===== config.mk =====
export PLATFORM = sky130hd
export DESIGN_NAME = muldiv_unit
export DESIGN_NICKNAME = d
export VERILOG_FILES = /design/src/rtl/muldiv_unit.sv
export SDC_FILE = /design/constraint.sdc
export NUM_CORES = 1
export LEC_CHECK = 0
export BUFFER_PORTS_ARGS = -buffer_cell sky130_fd_sc_hd__buf_2
export CAP_MARGIN = 0
export CORE_ASPECT_RATIO = 1.2
export CORE_UTILIZATION = 61
export CTS_CLUSTER_DIAMETER = 30
export DETAILED_ROUTE_END_ITERATION = 6
export PLACE_DENSITY = 0.83
export SYNTH_ARGS = -nofsm -noshare
export SYNTH_HDL_FRONTEND = slang
export SYNTH_SLANG_ARGS = --single-unit

===== constraint.sdc =====
create_clock -name clk -period 4.29 [get_ports clk]
set_clock_uncertainty 0.15 [all_clocks]
set_input_delay 1.0725 -clock clk [delete_from_list [all_inputs] [get_ports clk]]
set_output_delay 1.0725 -clock clk [all_outputs]
set_load 0.01 [all_outputs]

===== src/rtl/muldiv_unit.sv =====
// Iterative MULT/MULTU/DIV/DIVU unit holding the architectural HI/LO registers.
// Build option: define MULDIV_FAST_MUL_EN for a single-cycle combinational multiply path.
module muldiv_unit #(
  parameter int DATA_W = 32
) (
  input  logic              clk,
  input  logic              reset,
  input  logic              start,
  input  logic [1:0]        op,
  input  logic [DATA_W-1:0] opA,
  input  logic [DATA_W-1:0] opB,
  input  logic              wr_hi,
  input  logic              wr_lo,
  input  logic [DATA_W-1:0] wr_data,
  output logic              busy,
  output logic              done,
  output logic [DATA_W-1:0] hi,
  output logic [DATA_W-1:0] lo
);

  localparam int CNT_W = $clog2(DATA_W) + 1;

  localparam logic [1:0] IDLE = 2'd0;
  localparam logic [1:0] RUN  = 2'd1;
  localparam logic [1:0] FIX  = 2'd2;

  logic [1:0]          state;
  logic [CNT_W-1:0]    cnt;
  logic                isDiv;
  logic                negRes;
  logic                negRem;
  logic                divZero;
  logic [DATA_W-1:0]   aReg;
  logic [DATA_W-1:0]   bReg;
  logic [DATA_W-1:0]   rawA;
  logic [2*DATA_W-1:0] acc;

  logic                isSigned;
  logic [DATA_W-1:0]   absA;
  logic [DATA_W-1:0]   absB;
  logic [DATA_W:0]     mulSum;
  logic [DATA_W:0]     remShift;
  logic [DATA_W:0]     divTrial;
  logic                qBit;
  logic [2*DATA_W-1:0] prodFix;
  logic [DATA_W-1:0]   quotFix;
  logic [DATA_W-1:0]   remFix;

  always_comb begin
    isSigned = ~op[0];
    absA     = (isSigned && opA[DATA_W-1]) ? -opA : opA;
    absB     = (isSigned && opB[DATA_W-1]) ? -opB : opB;
  end

  // Multiply: aReg is the multiplicand, bReg shifts out multiplier bits LSB first,
  // product bits shift down into the low half of acc.
  always_comb begin
    mulSum = {1'b0, acc[2*DATA_W-1:DATA_W]} + (bReg[0] ? {1'b0, aReg} : '0);
  end

  // Divide: acc high half is the partial remainder, low half collects quotient bits;
  // aReg shifts out dividend bits MSB first. Trial borrow means "restore".
  always_comb begin
    remShift = {acc[2*DATA_W-1:DATA_W], aReg[DATA_W-1]};
    divTrial = remShift - {1'b0, bReg};
    qBit     = ~divTrial[DATA_W];
  end

  always_comb begin
    prodFix = negRes ? -acc : acc;
    quotFix = negRes ? -acc[DATA_W-1:0] : acc[DATA_W-1:0];
    remFix  = negRem ? -acc[2*DATA_W-1:DATA_W] : acc[2*DATA_W-1:DATA_W];
  end

`ifdef MULDIV_FAST_MUL_EN
  logic [2*DATA_W-1:0] fastProd;
  always_comb begin
    fastProd = {{DATA_W{1'b0}}, absA} * {{DATA_W{1'b0}}, absB};
  end
`endif

  always_ff @(posedge clk) begin
    if (reset) begin
      state   <= IDLE;
      cnt     <= '0;
      busy    <= 1'b0;
      done    <= 1'b0;
      hi      <= '0;
      lo      <= '0;
      isDiv   <= 1'b0;
      negRes  <= 1'b0;
      negRem  <= 1'b0;
      divZero <= 1'b0;
      aReg    <= '0;
      bReg    <= '0;
      rawA    <= '0;
      acc     <= '0;
    end else begin
      done <= 1'b0;
      case (state)
        IDLE: begin
          if (wr_hi) hi <= wr_data;
          if (wr_lo) lo <= wr_data;
          if (start) begin
            isDiv   <= op[1];
            negRes  <= isSigned & (opA[DATA_W-1] ^ opB[DATA_W-1]);
            negRem  <= isSigned & op[1] & opA[DATA_W-1];
            divZero <= (opB == '0);
            aReg    <= absA;
            bReg    <= absB;
            rawA    <= opA;
            acc     <= '0;
            cnt     <= '0;
            busy    <= 1'b1;
            state   <= RUN;
`ifdef MULDIV_FAST_MUL_EN
            if (!op[1]) begin
              acc   <= fastProd;
              state <= FIX;
            end
`endif
          end
        end
        RUN: begin
          if (isDiv) begin
            acc  <= {(qBit ? divTrial[DATA_W-1:0] : remShift[DATA_W-1:0]),
                     acc[DATA_W-2:0], qBit};
            aReg <= aReg << 1;
          end else begin
            acc  <= {mulSum, acc[DATA_W-1:1]};
            bReg <= bReg >> 1;
          end
          cnt <= cnt + 1'b1;
          if (cnt == CNT_W'(DATA_W - 1)) state <= FIX;
        end
        FIX: begin
          if (isDiv) begin
            if (divZero) begin
              hi <= rawA;
              lo <= '1;
            end else begin
              hi <= remFix;
              lo <= quotFix;
            end
          end else begin
            hi <= prodFix[2*DATA_W-1:DATA_W];
            lo <= prodFix[DATA_W-1:0];
          end
          done  <= 1'b1;
          busy  <= 1'b0;
          state <= IDLE;
        end
        default: state <= IDLE;
      endcase
    end
  end

endmodule


==> impl_metrics.toml, run 1 <==
[layout]
drive_gt1_frac = 0.142
utilization = 0.719
area_growth_pct = 16.1
final_common_cell = "nor2_1"
mostFrequentLayoutCells = "nor2_1, a21oi_1, nand2_1"
fin_nets = 2694

[timing]
hold_violations = 0
fin_setup_tns_ns = 0
layout_setup_ws_ns = 0.510
setup_violations = 0
tightest_slew_ns = 1.17
period_share = 0.881
finalMaxSlewViolations = 0
rsz0062_at_grt = "false"
max_slew_margin = 0.221
post-route-min-period_ns = 3.78
fmax_ghz = 0.265

[logic_synthesis]
synth_fp_nets = 2602
ys_ff_latch = 238
synth_top_area_share = 0.268
synth_cell_types = 79
yosysSeqAreaShare = 0.268
syn_area_um2 = 17800
synth_cells = 2427
synthFlopType = "dfxtp_1"
async_reset_ff_frac = 0
ys_warn_count = 0
synthTopCellsByArea = "dfxtp_1, a21oi_1, nor2_1, xnor2_1, nand2_1"
syn-mean-instance-area_um2 = 7.31
yosysTopAreaCell = "dfxtp_1"
synth_edf_count = 0

[worst_setup_path]
crit_end = "acc[54]"
end_kind = "flop"
startpoint = "aReg[31]"
worstReg2RegEnd = "acc[54]"
ff2ff_path_depth = 12
rr_startpoint = "aReg[31]"
rrSetupSlack_ns = 0.51
startpoint_type = "flop"
required_ns = 4.60
cp_max_fo = 4
path_class = "reg -> reg"
crit_arrival_ns = 4.09

[routing]
drcViolationCount = 5
routed_wirelength_um = 70200
drt_first_pass_iters = 7
drtIter0Drc = 2266
vias_per_cell = 6.74
wl_per_cell_um = 23.8
postRouteAntennaNets = 0
vias = 19800

[clocking]
tritoncts = "built"
cts-htree-levels = 2
holdBufCountCts = 0
cts_resized = 0
cts.path.max_buffers = 3
clockRootBuffer = "clkbuf_16"
numCtsBuffers = 48
cts.sinks = 238
path_clk_slew_ns = 0.05
clk_latency_ns = 0.55
post-cts-setup-buffers = 0

[floorplanning]
die_h_um = 189
core_area_um2 = 28700
dieArea_um2 = 29800
die_x_um = 158
initial_core_util = 0.619
row_count = 68
ios = 169

[grt]
overflow = 0
first_global_vias = 18700
grt_pass1_wl_um = 106000
antenna_found_initial = 2
grt.total_usage = 0.468
grt_max_degree = 96

[place]
hpwl_um = 51100
port_buffers = 168
dp_slack_ns = 0.292
globalplace.congestion = 1.10

[pwr]
vdd_drop_max_mv = 0.393
p_leak_nw = 8.53
power_density_nw_per_um2 = 392

[flow_run]
maxCapViolations = 0

[min_path]
hp-class = "reg -> reg"

[status]
violations = "DRC"
status = "complete, but fails checks"
[registers in the layout, summed over array words and instances, names as in the netlist]
name     count
acc         64
aReg        32
bReg        32
hi          32
lo          32
rawA        32
cnt          6
state        2
busy         1
divZero      1
done         1
isDiv        1
negRem       1
negRes       1
[power breakdown]
group,internal (mW),total [mW],switching [mW],leakage [nW]
Clock,2.65,3.94,1.29,0.822
Sequential,2.35,2.49,0.140,1.95
Combinational,0.576,1.65,1.08,5.76
Total,5.58,8.08,2.51,8.53
[through the flow]
stage | power [mW] | cells | hold slack, ns | instance area (um^2)
after floorplan | 3.54 | 2427 | 0.283 | 17800
after global placement | 4.07 | 2854 | 0.287 | 18900
after detailed placement | 4.10 | 2854 | 0.292 | 18900
after CTS | 8.02 | 2943 | 0.304 | 20600
after global routing | 8.33 | 2944 | 0.311 | 20600
final | 8.08 | 2945 | 0.297 | 20600
[synthesized netlist by cell type (25+ instances only)]
cell type,number
o221ai_1,39
nand3_1,30
and2_1,33
xor2_1,72
nor3_1,39
xnor2_1,117
a31oi_1,44
a21o_1,25
nand2_1,241
o211ai_1,27
ha_1,70
a211oi_1,79
a21oi_1,253
inv_1,64
o21ai_0,138
o31ai_1,35
nor2_1,330
mux2i_1,56
dfxtp_1,238
clkbuf_1,168
[worst min path at each step]
stage / startpoint / end / cells past startpoint
floorplan: rawA[2] / rawA[2] / 2
global placement: lo[9] / lo[9] / 2
detailed placement: lo[29] / lo[29] / 2
CTS: lo[12] / lo[12] / 2
global route: lo[7] / lo[7] / 2
finish: lo[12] / lo[12] / 2
[routing by layer]
layer | track usage | routed length, um | vias to the layer above
met5 | 0 | 0 | -
met4 | 0.438 | 7900 | 0
met3 | 0.0980 | 6530 | 421
met2 | 0.748 | 31500 | 1255
met1 | 0.516 | 24300 | 9203
li1 | - | - | 8958
[kinds of logic after synthesis]
group | Yosys count | share of synthesized area
AOI/OAI and AO/OA | 783 | 0.282
xor gates and xnor gates | 189 | 0.0932
adders and majority gates | 72 | 0.0516
buffers and inverters | 258 | 0.0568
DFF | 238 | 0.268
muxes | 57 | 0.0322
and+or+nand+nor | 830 | 0.216
[final cells by class]
cell class	instances	area, um^2
Sequential cell	238	4770
Clock buffer	62	1360
Clock inverter	27	358
Inverter	67	251
Antenna cell	2	5.00
Timing Repair Buffer	233	1350
Multi-Input combinational cell	1931	12000
Tap cell	385	482
Fill cell	2354	8070
[critical path, stage by stage (launching register included)]
cell       delay (ns)
dfxtp_1          0.34
inv_1            0.08
ha_1             0.24
fa_1             0.41
nand2b_1         0.19
a21oi_1          0.44
o2111ai_1        0.29
o21ai_0          0.33
a21boi_0         0.19
a21boi_0         0.41
xnor2_1          0.12
o31a_1           0.24
a311oi_1         0.25
Power figures use the tool's default switching activity.
==> inputs of run 2 (changes only) <==
Settings changed: CORE_UTILIZATION 61 to 50, PLACE_DENSITY 0.83 to 0.7.
==> run 2 against run 1 <==
Effect of this change:
- the run still ends with DRC left
- final area grew 1.3%
- via count shrank 2.5%
- sequential power is essentially flat
- sequential cell count is the same
- maximum frequency shrank 4.4%
- global-route usage shrank 8.1 points
- non-clock buffer count grew 1
- clock-buffer cell count grew 15
- critical endpoint is now acc[60]
- die area grew 22%
==> impl_metrics.toml, run 2 (synthesized netlist as in run 1, its figures left out) <==
[timing]
period_share = 0.921
hold_violations = 0
finalMaxSlewViolations = 0
setup_violations = 0
post-route-min-period_ns = 3.95
fmax_ghz = 0.253
hold_slack_ns = 0.301
tightest_slew_ns = 1.20
max_slew_margin = 0.199
fin_setup_tns_ns = 0
rsz0062_at_grt = "false"

[layout]
final_common_cell = "nor2_1"
fin_nets = 2702
largest_register_ff_count = 64
fill_cells = 3271
area_growth_pct = 17.5
regMostFlops = "acc"
drive_gt1_frac = 0.144
mostFrequentLayoutCells = "nor2_1, a21oi_1, nand2_1"
seq_area_um2 = 4770
multi_input_area_um2 = 12000

[floorplanning]
core_area_um2 = 35000
dieArea_um2 = 36300
die_h_um = 208
die_x_um = 174
ios = 169
row_count = 75
initial_core_util = 0.507

[worst_setup_path]
crit_path_frequent_cell = "o21ai_0"
cp_max_fo = 14
required_ns = 4.62
crit_arrival_ns = 4.29
end_kind = "flop"
cp_slowest_cell = "dfxtp_1"
startpoint_type = "flop"
path_class = "reg -> reg"
max_stage_delay_ns = 0.74
path_cells = "buf_4 > and2_1 > ha_1 > o21ai_0 > a211oi_1 > nand2_1 > a211o_1 > o31ai_1 > buf_4 > a41oi_1 > xnor2_1 > o21ai_0 > o21ai_0"

[clocking]
cts-htree-levels = 2
clk_latency_ns = 0.59
post-cts-setup-buffers = 0
tritoncts = "built"
cts_resized = 0
cts.path.max_buffers = 3
path_clk_slew_ns = 0.05
numCtsBuffers = 55
clockRootBuffer = "clkbuf_16"
cts.sinks = 238
holdBufCountCts = 0

[routing]
wl_met3_um = 4410
drt_first_pass_iters = 7
vias = 19300
routed_wirelength_um = 71600
dr_wl_met2_um = 34800
met1Wirelength_um = 26200
wl_per_cell_um = 23.6
vias_per_cell = 6.37
drtIter0Drc = 1949
highest_layer = "met5"
postRouteAntennaNets = 0
drcViolationCount = 1

[grt]
antenna_found_initial = 4
grt_pass1_wl_um = 108000
first_global_vias = 18600
overflow = 0
grt.total_usage = 0.388
grt_max_degree = 185

[place]
port_buffers = 168
hpwl_um = 53400
globalplace.congestion = 1.03

[flow_run]
maxCapViolations = 0

[pwr]
vdd_drop_max_mv = 0.333
p_leak_nw = 8.65
power_density_nw_per_um2 = 396

[status]
status = "complete, but fails checks"
violations = "DRC"

[min_path]
hp-class = "reg -> reg"
-- run 2: cell types whose count changed in the layout (fill, tap and decap cells not counted) --
cell	before	now
bufinv_16	7	4
buf_12	1	3
clkbuf_1	5	11
clkinvlp_4	7	2
clkinv_2	5	13
clkinv_4	2	4
inv_16	0	1
inv_6	6	0
diode_2	2	3
buf_4	64	63
clkbuf_16	49	57
clkbuf_8	8	9
-- run 2: worst paths after layout --
path	startpoint	end	slack, ns	depth (start not counted)
worst max-delay path	bReg[0]	acc[60]	0.34	13
worst min-delay path	lo[21]	lo[21]	0.30	2
worst max register to register	bReg[0]	acc[60]	0.34	13
worst min register to register	lo[21]	lo[21]	0.30	2
-- run 2: worst max-delay path: cells and delay by family (launching register included) --
family / cells / cell delay, ns
AND/OR/NAND/NOR: 2 / 0.49
adder cells (fa/ha/maj): 1 / 0.29
flip-flops: 1 / 0.74
AO/OA/AOI/OAI: 7 / 1.52
buffers and inverters: 2 / 0.48
XOR/XNOR: 1 / 0.18
-- run 2: area by class of cell --
class / instances / share of cell area
Clock buffer: 77 / 0.0763
Clock inverter: 24 / 0.0122
Tap cell: 462 / 0.0277
Timing Repair Buffer: 234 / 0.0661
Multi-Input combinational cell: 1931 / 0.577
Inverter: 67 / 0.0121
Sequential cell: 238 / 0.229
Antenna cell: 3 / 0.000360
-- run 2: metal layers --
metal / track usage / vias up
met5: 0 / -
met4: 0.297 / 2
met3: 0.0568 / 288
met2: 0.670 / 897
met1: 0.428 / 9175
li1: - / 8974
-- run 2: where the power goes --
group          switching [mW]  leakage (nW)  internal (mW)
Combinational            1.06          5.78          0.578
Sequential              0.147          1.95           2.35
Clock                    1.32         0.914           2.80
Total                    2.53          8.65           5.73
-- run 2: metrics by stage --
stage	instances	utilization	setup slack [ns]	power (mW)	area, um^2
floorplan	2427	-	0.509	3.54	17800
global placement	2932	0.543	0.299	4.11	19000
detailed placement	2932	0.543	0.285	4.12	19000
CTS	3033	0.596	0.476	8.24	20900
global route	3036	0.596	0.116	8.55	20900
finish	3036	0.596	0.337	8.25	20900
==> inputs of run 3 (changes only) <==
Settings changed: CTS_BUF_LIST set to sky130_fd_sc_hd__clkbuf_16, HOLD_SLACK_MARGIN set to 0.06.
Clock period 4.29 ns to 4.49 ns, I/O delays scaled along.
==> run 3 against run 2 <==
Effect of this change:
- the run now ends clean
- register-to-register slack better by 0.25 ns
- combinational power shrank 5%
- clock power shrank 2%
- first-iteration DRC count down 7.9%
- critical path depth unchanged
- via count decreased by 0.56%
- non-clock buffer count fell by 4
- largest cell class unchanged
- largest power group unchanged
==> impl_metrics.toml, run 3 (synthesized netlist as in run 1, its figures left out) <==
[place]
globalplace.congestion = 1.07
port_buffers = 168
hpwl_um = 52700

[worst_setup_path]
max_stage_delay_ns = 0.70
crit_arrival_ns = 4.19
cp_slowest_cell = "o41ai_1"
startpoint_type = "flop"
path_buf_inv = 1
cp_max_fo = 8
rrSetupSlack_ns = 0.59
required_ns = 4.78
end_kind = "flop"
path_class = "reg -> reg"
crit_path_frequent_cell = "o41ai_1"
cp_top_family = "compound AO/OA/AOI/OAI gates"
path_cells = "and2_1 > ha_1 > inv_1 > fa_1 > nor2b_1 > o31a_1 > o41ai_1 > o21a_1 > o41ai_1 > a21boi_0 > xnor2_1 > a22oi_1 > o21ai_0"

[timing]
setup_violations = 0
hold_slack_ns = 0.300
period_share = 0.870
post-route-min-period_ns = 3.90
rsz0062_at_grt = "false"
tightest_slew_ns = 1.11
max_slew_margin = 0.262
hold_violations = 0
finalMaxSlewViolations = 0
fin_setup_tns_ns = 0
fmax_ghz = 0.256

[clocking]
holdBufCountCts = 0
clk_latency_ns = 0.59
tritoncts = "built"
clockRootBuffer = "clkbuf_16"
numCtsBuffers = 53
post-cts-setup-buffers = 0
path_clk_slew_ns = 0.05
cts-htree-levels = 2
cts.path.max_buffers = 3
cts_resized = 0
cts.sinks = 238

[layout]
mostFrequentLayoutCells = "nor2_1, a21oi_1, nand2_1"
regMostFlops = "acc"
fill_cells = 3266
final_common_cell = "nor2_1"
fin_nets = 2696
drive_gt1_frac = 0.143
largest_register_ff_count = 64
area_growth_pct = 17.3

[pwr]
switchingPower_mw = 2.51
power_frac_comb = 0.196
internal_power_mw = 5.46
vdd_drop_max_mv = 0.411
swShare = 0.315
power_density_nw_per_um2 = 383
p_leak_nw = 8.60
power_frac_seq = 0.298
p_clk_frac = 0.506

[routing]
drtIter0Drc = 1795
routed_wirelength_um = 71200
vias = 19200
drcViolationCount = 0
postRouteAntennaNets = 0
vias_per_cell = 6.35
wl_per_cell_um = 23.5
drt_first_pass_iters = 5

[flow_run]
maxCapViolations = 0

[grt]
grt.total_usage = 0.384
grt_pass1_wl_um = 107000
first_global_vias = 18400
antenna_found_initial = 2
grt_max_degree = 144
overflow = 0

[floorplanning]
die_h_um = 208
ios = 169
die_x_um = 174
dieArea_um2 = 36300
row_count = 75
core_area_um2 = 35000
initial_core_util = 0.507

[min_path]
hp-class = "reg -> reg"

[status]
status = "finished clean"
-- run 3: cell count changes in the layout (fill, tap and decap cells not counted), sizes merged --
cell | previous run | this run
buf | 234 | 230
clkinv | 18 | 27
bufinv | 4 | 8
inv | 67 | 71
clkbuf | 77 | 54
diode | 3 | 1
clkinvlp | 2 | 7
-- run 3: per-stage QoR --
stage	power, mW	setup WS, ns	cells	area [um^2]	utilization
2_1_floorplan	3.39	0.659	2427	17800	-
3_3_place_gp	3.91	0.446	2928	19000	0.542
3_5_place_dp	3.93	0.450	2928	19000	0.542
4_1_cts	7.95	0.717	3028	20800	0.595
5_1_grt	8.24	0.364	3029	20800	0.595
6_report	7.97	0.585	3029	20800	0.595
-- run 3: layout make-up --
type                            instances  area [um^2]  share of cell area
Antenna cell                            1         2.50            0.000120
Clock buffer                           54         1350              0.0649
Clock inverter                         46          513              0.0246
Inverter                               67          251              0.0121
Multi-Input combinational cell       1931        12000               0.578
Sequential cell                       238         4770               0.229
Tap cell                              462          578              0.0278
Timing Repair Buffer                  230         1330              0.0636
-- run 3: worst reg2reg max path: stages (launching register included) --
cell and delay, ns:
dfxtp_1 0.43, and2_1 0.30, ha_1 0.24, inv_1 0.07, fa_1 0.43, nor2b_1 0.17, o31a_1 0.19, o41ai_1 0.15
o21a_1 0.25, o41ai_1 0.70, a21boi_0 0.25, xnor2_1 0.18, a22oi_1 0.15, o21ai_0 0.11
-- run 3: worst paths after layout --
path | startpoint | to | cells after the start
max | bReg[0] | acc[57] | 13
min | lo[24] | lo[24] | 2
max reg2reg | bReg[0] | acc[57] | 13
min reg2reg | lo[24] | lo[24] | 2
-- run 3: power groups by stage --
stage / logic, mW / registers, mW / clock network (mW)
2_1_floorplan: 1.02 / 2.37 / 0
3_3_place_gp: 1.51 / 2.41 / 0
3_5_place_dp: 1.52 / 2.41 / 0
4_1_cts: 1.53 / 2.37 / 4.05
5_1_grt: 1.68 / 2.38 / 4.18
6_report: 1.56 / 2.38 / 4.04
-- run 3: routing by layer --
layer	GRT usage	vias to the layer above	wire, um
li1	-	8967	-
met2	0.649	867	33700
met3	0.0630	292	4690
met1	0.418	9101	25900
met5	0	-	0
met4	0.331	0	6960
